--- src/rtl/div_pkg.sv ---
// Shared encodings for the sequential RV32M divider: op codes, FSM states, iteration count.
package div_pkg;

  localparam int unsigned DIV_WIDTH = 32;
  localparam int unsigned DIV_ITERS = DIV_WIDTH;

  localparam logic [1:0] DIV_OP_DIV  = 2'b00;
  localparam logic [1:0] DIV_OP_DIVU = 2'b01;
  localparam logic [1:0] DIV_OP_REM  = 2'b10;
  localparam logic [1:0] DIV_OP_REMU = 2'b11;

  typedef enum logic [1:0] {
    S_IDLE,
    S_CALC,
    S_FIXUP,
    S_DONE
  } div_state_e;

endpackage

--- src/rtl/div_su32_seq_if.sv ---
// Request/response bundle between the core pipeline and the sequential divider.
interface div_su32_seq_if #(
  parameter int unsigned WIDTH = 32
) ();

  logic             start;
  logic [1:0]       op;
  logic [WIDTH-1:0] rs1;
  logic [WIDTH-1:0] rs2;
  logic             busy;
  logic             done;
  logic [WIDTH-1:0] res;

  modport master (
    output start, op, rs1, rs2,
    input  busy, done, res
  );

  modport slave (
    input  start, op, rs1, rs2,
    output busy, done, res
  );

endinterface

--- src/rtl/div_abs_neg.sv ---
// Conditional two's-complement: out = neg ? -in : in.
module div_abs_neg #(
  parameter int unsigned WIDTH = 32
) (
  input  logic [WIDTH-1:0] in,
  input  logic             neg,
  output logic [WIDTH-1:0] out
);

  assign out = neg ? (~in + WIDTH'(1)) : in;

endmodule

--- src/rtl/div_su32_seq.sv ---
// Sequential radix-2 restoring divider for DIV/DIVU/REM/REMU with sign fix-up.
// Optional DIV_EARLY_OUT_EN: divide-by-zero and signed overflow finish one cycle after accept.
module div_su32_seq
  import div_pkg::*;
#(
  parameter int unsigned WIDTH = DIV_ITERS
) (
  input logic           clk,
  input logic           rst,
  div_su32_seq_if.slave bus
);

  localparam int unsigned CntW = $clog2(WIDTH);

  div_state_e       state_q, state_d;
  logic [WIDTH-1:0] quo_q, quo_d;   // dividend shifts out of the top, quotient in at the bottom
  logic [WIDTH-1:0] rem_q, rem_d;
  logic [WIDTH-1:0] dvs_q, dvs_d;
  logic [WIDTH-1:0] res_q, res_d;
  logic [CntW-1:0]  cnt_q, cnt_d;
  logic             rem_op_q, rem_op_d;
  logic             neg_quo_q, neg_quo_d;
  logic             neg_rem_q, neg_rem_d;

  logic             accept, is_signed, is_rem, rs2_zero;
  logic [WIDTH-1:0] abs_rs1, abs_rs2, fix_out;
  logic [WIDTH:0]   trial;

  assign accept    = bus.start && (state_q == S_IDLE || state_q == S_DONE);
  assign is_signed = (bus.op == DIV_OP_DIV) || (bus.op == DIV_OP_REM);
  assign is_rem    = (bus.op == DIV_OP_REM) || (bus.op == DIV_OP_REMU);
  assign rs2_zero  = (bus.rs2 == '0);
  assign trial     = {rem_q, quo_q[WIDTH-1]} - {1'b0, dvs_q};

  div_abs_neg #(.WIDTH(WIDTH)) u_abs_rs1 (
    .in  (bus.rs1),
    .neg (is_signed & bus.rs1[WIDTH-1]),
    .out (abs_rs1)
  );

  div_abs_neg #(.WIDTH(WIDTH)) u_abs_rs2 (
    .in  (bus.rs2),
    .neg (is_signed & bus.rs2[WIDTH-1]),
    .out (abs_rs2)
  );

  div_abs_neg #(.WIDTH(WIDTH)) u_fixup (
    .in  (rem_op_q ? rem_q : quo_q),
    .neg (rem_op_q ? neg_rem_q : neg_quo_q),
    .out (fix_out)
  );

  always_comb begin
    state_d   = state_q;
    quo_d     = quo_q;
    rem_d     = rem_q;
    dvs_d     = dvs_q;
    res_d     = res_q;
    cnt_d     = cnt_q;
    rem_op_d  = rem_op_q;
    neg_quo_d = neg_quo_q;
    neg_rem_d = neg_rem_q;

    unique case (state_q)
      S_IDLE, S_DONE: begin
        state_d = S_IDLE;
        if (accept) begin
          state_d   = S_CALC;
          rem_op_d  = is_rem;
          neg_quo_d = is_signed & (bus.rs1[WIDTH-1] ^ bus.rs2[WIDTH-1]) & ~rs2_zero;
          neg_rem_d = is_signed & bus.rs1[WIDTH-1];
          quo_d     = abs_rs1;
          dvs_d     = abs_rs2;
          rem_d     = '0;
          cnt_d     = CntW'(WIDTH - 1);
`ifdef DIV_EARLY_OUT_EN
          if (rs2_zero) begin
            state_d = S_DONE;
            res_d   = is_rem ? bus.rs1 : '1;
          end else if (is_signed && bus.rs1 == {1'b1, {(WIDTH-1){1'b0}}} && bus.rs2 == '1) begin
            state_d = S_DONE;
            res_d   = is_rem ? '0 : bus.rs1;
          end
`endif
        end
      end
      S_CALC: begin
        if (!trial[WIDTH]) begin
          rem_d = trial[WIDTH-1:0];
          quo_d = {quo_q[WIDTH-2:0], 1'b1};
        end else begin
          rem_d = {rem_q[WIDTH-2:0], quo_q[WIDTH-1]};
          quo_d = {quo_q[WIDTH-2:0], 1'b0};
        end
        if (cnt_q == '0) begin
          state_d = S_FIXUP;
        end else begin
          cnt_d = cnt_q - CntW'(1);
        end
      end
      S_FIXUP: begin
        res_d   = fix_out;
        state_d = S_DONE;
      end
    endcase
  end

  always_ff @(posedge clk) begin
    if (rst) begin
      state_q   <= S_IDLE;
      quo_q     <= '0;
      rem_q     <= '0;
      dvs_q     <= '0;
      res_q     <= '0;
      cnt_q     <= '0;
      rem_op_q  <= 1'b0;
      neg_quo_q <= 1'b0;
      neg_rem_q <= 1'b0;
    end else begin
      state_q   <= state_d;
      quo_q     <= quo_d;
      rem_q     <= rem_d;
      dvs_q     <= dvs_d;
      res_q     <= res_d;
      cnt_q     <= cnt_d;
      rem_op_q  <= rem_op_d;
      neg_quo_q <= neg_quo_d;
      neg_rem_q <= neg_rem_d;
    end
  end

  assign bus.busy = (state_q == S_CALC) || (state_q == S_FIXUP);
  assign bus.done = (state_q == S_DONE);
  assign bus.res  = res_q;

endmodule

--- src/flat_wrapper.sv ---
// flat-port wrapper written by rule: the top's interface ports become plain ports
module div_su32_seq_flat import div_pkg::*;
#(
  parameter int unsigned WIDTH = DIV_ITERS
)
  (clk, rst, bus_start, bus_op, bus_rs1, bus_rs2, bus_busy, bus_done, bus_res);
  div_su32_seq_if #(.WIDTH(WIDTH)) bus_i ();
  input logic clk;
  input logic rst;
  input wire logic [$bits(bus_i.start)-1:0] bus_start;
  input wire logic [$bits(bus_i.op)-1:0] bus_op;
  input wire logic [$bits(bus_i.rs1)-1:0] bus_rs1;
  input wire logic [$bits(bus_i.rs2)-1:0] bus_rs2;
  output wire logic [$bits(bus_i.busy)-1:0] bus_busy;
  output wire logic [$bits(bus_i.done)-1:0] bus_done;
  output wire logic [$bits(bus_i.res)-1:0] bus_res;
  assign bus_i.start = bus_start;
  assign bus_i.op = bus_op;
  assign bus_i.rs1 = bus_rs1;
  assign bus_i.rs2 = bus_rs2;
  assign bus_busy = bus_i.busy;
  assign bus_done = bus_i.done;
  assign bus_res = bus_i.res;
  div_su32_seq #(.WIDTH(WIDTH)) u_core (.clk(clk), .rst(rst), .bus(bus_i));
endmodule
--- config.mk ---
export PLATFORM = sky130hd
export DESIGN_NAME = div_su32_seq_flat
export DESIGN_NICKNAME = d
export VERILOG_FILES = /design/src/rtl/div_pkg.sv /design/src/rtl/div_su32_seq_if.sv /design/src/rtl/div_abs_neg.sv /design/src/rtl/div_su32_seq.sv /design/src/flat_wrapper.sv
export SDC_FILE = /design/constraint.sdc
export NUM_CORES = 1
export LEC_CHECK = 0
export BUFFER_PORTS_ARGS = -buffer_cell sky130_fd_sc_hd__clkbuf_2
export CAP_MARGIN = 0
export CORE_MARGIN = 2
export CORE_UTILIZATION = 26
export CTS_CLUSTER_SIZE = 10
export DETAILED_ROUTE_END_ITERATION = 10
export HOLD_SLACK_MARGIN = 0.12
export PLACE_DENSITY = 0.45
export SLEW_MARGIN = 5
export SYNTH_ARGS = -nofsm -noshare
export SYNTH_HDL_FRONTEND = slang
export SYNTH_SLANG_ARGS = --single-unit
--- constraint.sdc ---
create_clock -name clk -period 4.1 [get_ports clk]
set_input_delay 0.205 -clock clk [delete_from_list [all_inputs] [get_ports clk]]
set_output_delay 0.205 -clock clk [all_outputs]
set_load 0.1 [all_outputs]
==> results.md <==
* Detail Placement HPWL at between 20000 and 25000 um
* Total number of vias at 8707
* Gpl congestion at about 0.85
* Synth warn at 0
* Critical Path RT at approximately 4.5 ns
* Part of the power in registers at 0.279
* I/O pin cnt at approximately 100
* Post-Layout Cell Count at 1764
* Gr usage total at 0.153
* Synth Flop Type: dfxtp_1
* Number of global-route vias before repair at approximately 8400
* Most frequent cells in the layout: dfxtp_1, nand2_1, nor2_1
* Crit. End Element: flip-flop
* H-tree Lvls at 4
* Hold Path Class: primary input to flip-flop
* Setup bufs post-CTS at 0
* Pint at 3.65 mW
* CTS tree: done
* Netlist cell types at 65
* Final Util at 0.311
* Placed inst area at a little over 0.01 mm^2
* Fmax at 274 MHz
* Syn nets at around 1300
* Power density of the placed cells at a little over 600 mW/mm^2
* Cell count after synthesis at between 1000 and 1500
* Post-synthesis sequential area ratio at 0.294
* # fillers at 3863
* Total gr overflow at 0
* Sw Ratio at 0.464
* Synth area leaders: dfxtp_1, mux2i_1, xor2_1, a21oi_1, nand2_1
* Initial drt markers at about 490
* Commonest non-fill, non-tap cell in the layout: dfxtp_1
* Final hold slack at approximately 0.13 ns
* Drt drc at 0
* Die Y at 194 um
* Clk network pwr share at 0.225
* Number of failing hold endpoints at the final stage at 0
* Unrepaired setup endpoints after global routing: false
* WL per Instance at between 15 and 20 um
* Worst-path clk slew at around 0.07 ns
* Synth Area per Inst at 7.78 um^2
* Initial Utilization at 0.264
* CP Class: flip-flop to flip-flop
* Worst-Skew Late Latency at 0.43 ns
* Worst-case clock buffer depth at 2
* Mapped Area at between 0.009 and 0.01 mm^2
* Share of the synthesized area in the top cell type at 0.294
* Net count, final at 1400
* Data arrival, critical path at around 4 ns
* Final WS setup at between 0.4 and 0.5 ns
* Register area at about 0.0028 mm^2
* Largest stage delay, worst path at roughly 0.54 ns
* Die Width at 194 um
* Area of the multi-input gates at a little over 0.006 mm^2
* Fraction of registers with async set or reset after synthesis at 0
* Final Instance Area at 0.0111 mm^2
* N_diodes at 0
* Max cap viols at 0
* Number of enable-type register cells in the synthesized netlist at 0
* Initial antenna violation count at 1
* Sink Count at around 140
* Number of buffers added on ports at between 100 and 150
* Power Total at 6.80 mW
* Yosys top cell by area: dfxtp_1
* Max-slew violations at 0
* DRT antenna net count at 0
* Net Switching at 3.16 mW
* Crit start category: flip-flop
* Maximum VDD drop at between 0.0003 and 0.0004 V
* First-pass GRT wire length at 46200 um
* Crit share post-route at 0.889
* Post-CTS sizing at 0
* Fraction of layout cells with a size suffix above 1 at 0.135
* Post-synthesis register bit count at 138
* Slowest cell on the critical path: o31ai_1
* Period minus WS final at ~3.6 ns
* Rows at roughly 70
* Drt via density at 4.94
* Root buffer cell: clkbuf_16
* Logic pwr share at 0.496
* Dpl cells at between 1500 and 2000
* Final Skew at between 0.01 and 0.015 ns
* Setup WS pre-CTS at a little over 0.5 ns
* DIE AREA at about 0.038 mm^2
* Run status: completed
* Synth-to-Final Area Change at 17.6%
* Worst Max-Slew Pin Slew at slightly below 1 ns
* Final TNS setup at 0 ns
* Final setup vio count at 0
* Crit-path max FO at 12
* Pleak at between 4 and 5 nW
* Hold-fix buffers, CTS at 8
* Max-slew headroom at 0.338
* DRT Wirelength at between 20000 and 30000 um
* Largest net degree at the start of global routing at 70
* 1st-pass router iterations at 7
* Core ar. at around 0.036 mm^2
* Crit-path cells: inv_1, ha_1, inv_1, fa_1, a211oi_1, o21ai_1, o211ai_1, nand2_1, a41oi_1, o31ai_1, xor2_2, nand2_1, o21ai_0
* Number of buffers created by CTS at 17
## layout make-up
| cell class | count | share of cell area |
|---|---|---|
| multi-input combinational | 953 | 0.561 |
| sequential | 138 | 0.250 |
| timing repair buffer | 127 | 0.0663 |
| tap | 461 | 0.0522 |
| clock buffer | 20 | 0.0422 |
| inverter | 53 | 0.0180 |
| clock inverter | 12 | 0.0104 |
## flip-flops by register name, summed over array words and instances (netlist names)
signal,cells
u_core.dvs_q,32
u_core.quo_q,32
u_core.state_q,2
u_core.bus.res,32
u_core.rem_op_q,1
u_core.neg_quo_q,1
u_core.rem_q,32
u_core.cnt_q,5
u_core.neg_rem_q,1
## cells by family after synthesis
group / share of synthesized area
compound gates: 0.244
xor+xnor: 0.107
fa+ha+maj: 0.0554
buf+inv: 0.0493
flops: 0.294
mux: 0.0782
simple gates: 0.172
## worst max-delay path: cells and delay by family, from the launching register on
kind | cells | cell delay [ns]
xor gates and xnor gates | 1 | 0.50
and+or+nand+nor | 2 | 0.55
buffers and inverters | 2 | 0.14
AOI/OAI and AO/OA | 6 | 1.57
DFF | 1 | 0.37
adders and majority gates | 2 | 0.43
## metal layers
layer | wire length, um | share of wire | track usage
met1 | 13200 | 0.45 | 0.191
met2 | 14700 | 0.51 | 0.275
met3 | 742 | 0.026 | 0.0242
met4 | 401 | 0.014 | 0.0345
met5 | 11 | 0.00038 | 0
## worst paths after layout
check | start | end | slack, ns | depth (start not counted)
max reg2reg | u_core.quo_q[31] | u_core.rem_q[30] | 0.45 | 13
max | u_core.quo_q[31] | u_core.rem_q[30] | 0.45 | 13
min reg2reg | u_core.dvs_q[0] | u_core.dvs_q[0] | 0.47 | 2
min | bus_rs2[28] | u_core.dvs_q[28] | 0.13 | 3
## synthesized netlist by cell type, drive strengths merged (4+ instances only)
library cell / count
dfxtp: 138
nand2: 136
nor2: 123
a21oi: 102
o21ai: 98
mux2i: 70
xor2: 60
xnor2: 55
inv: 53
clkbuf: 48
ha: 40
a211oi: 36
a21o: 23
nor3: 21
o211ai: 19
buf: 16
nand2b: 16
o31ai: 14
or3: 13
a31oi: 12
a32oi: 12
a311oi: 10
nand3: 9
nor2b: 7
and3: 6
nand4: 6
nor3b: 6
o21bai: 5
a41oi: 4
nor4: 4
o22ai: 4
o41ai: 4
or4: 4
## power by group through the flow
| stage | sequential [mW] | clock (mW) | combinational (mW) |
|---|---|---|---|
| floorplan | 2.19 | 0 | 2.23 |
| global placement | 1.93 | 0 | 3.38 |
| detailed placement | 1.93 | 0 | 3.38 |
| CTS | 1.90 | 1.57 | 3.40 |
| global route | 1.94 | 1.63 | 3.75 |
| finish | 1.90 | 1.53 | 3.38 |
Power figures use the tool's default switching activity.
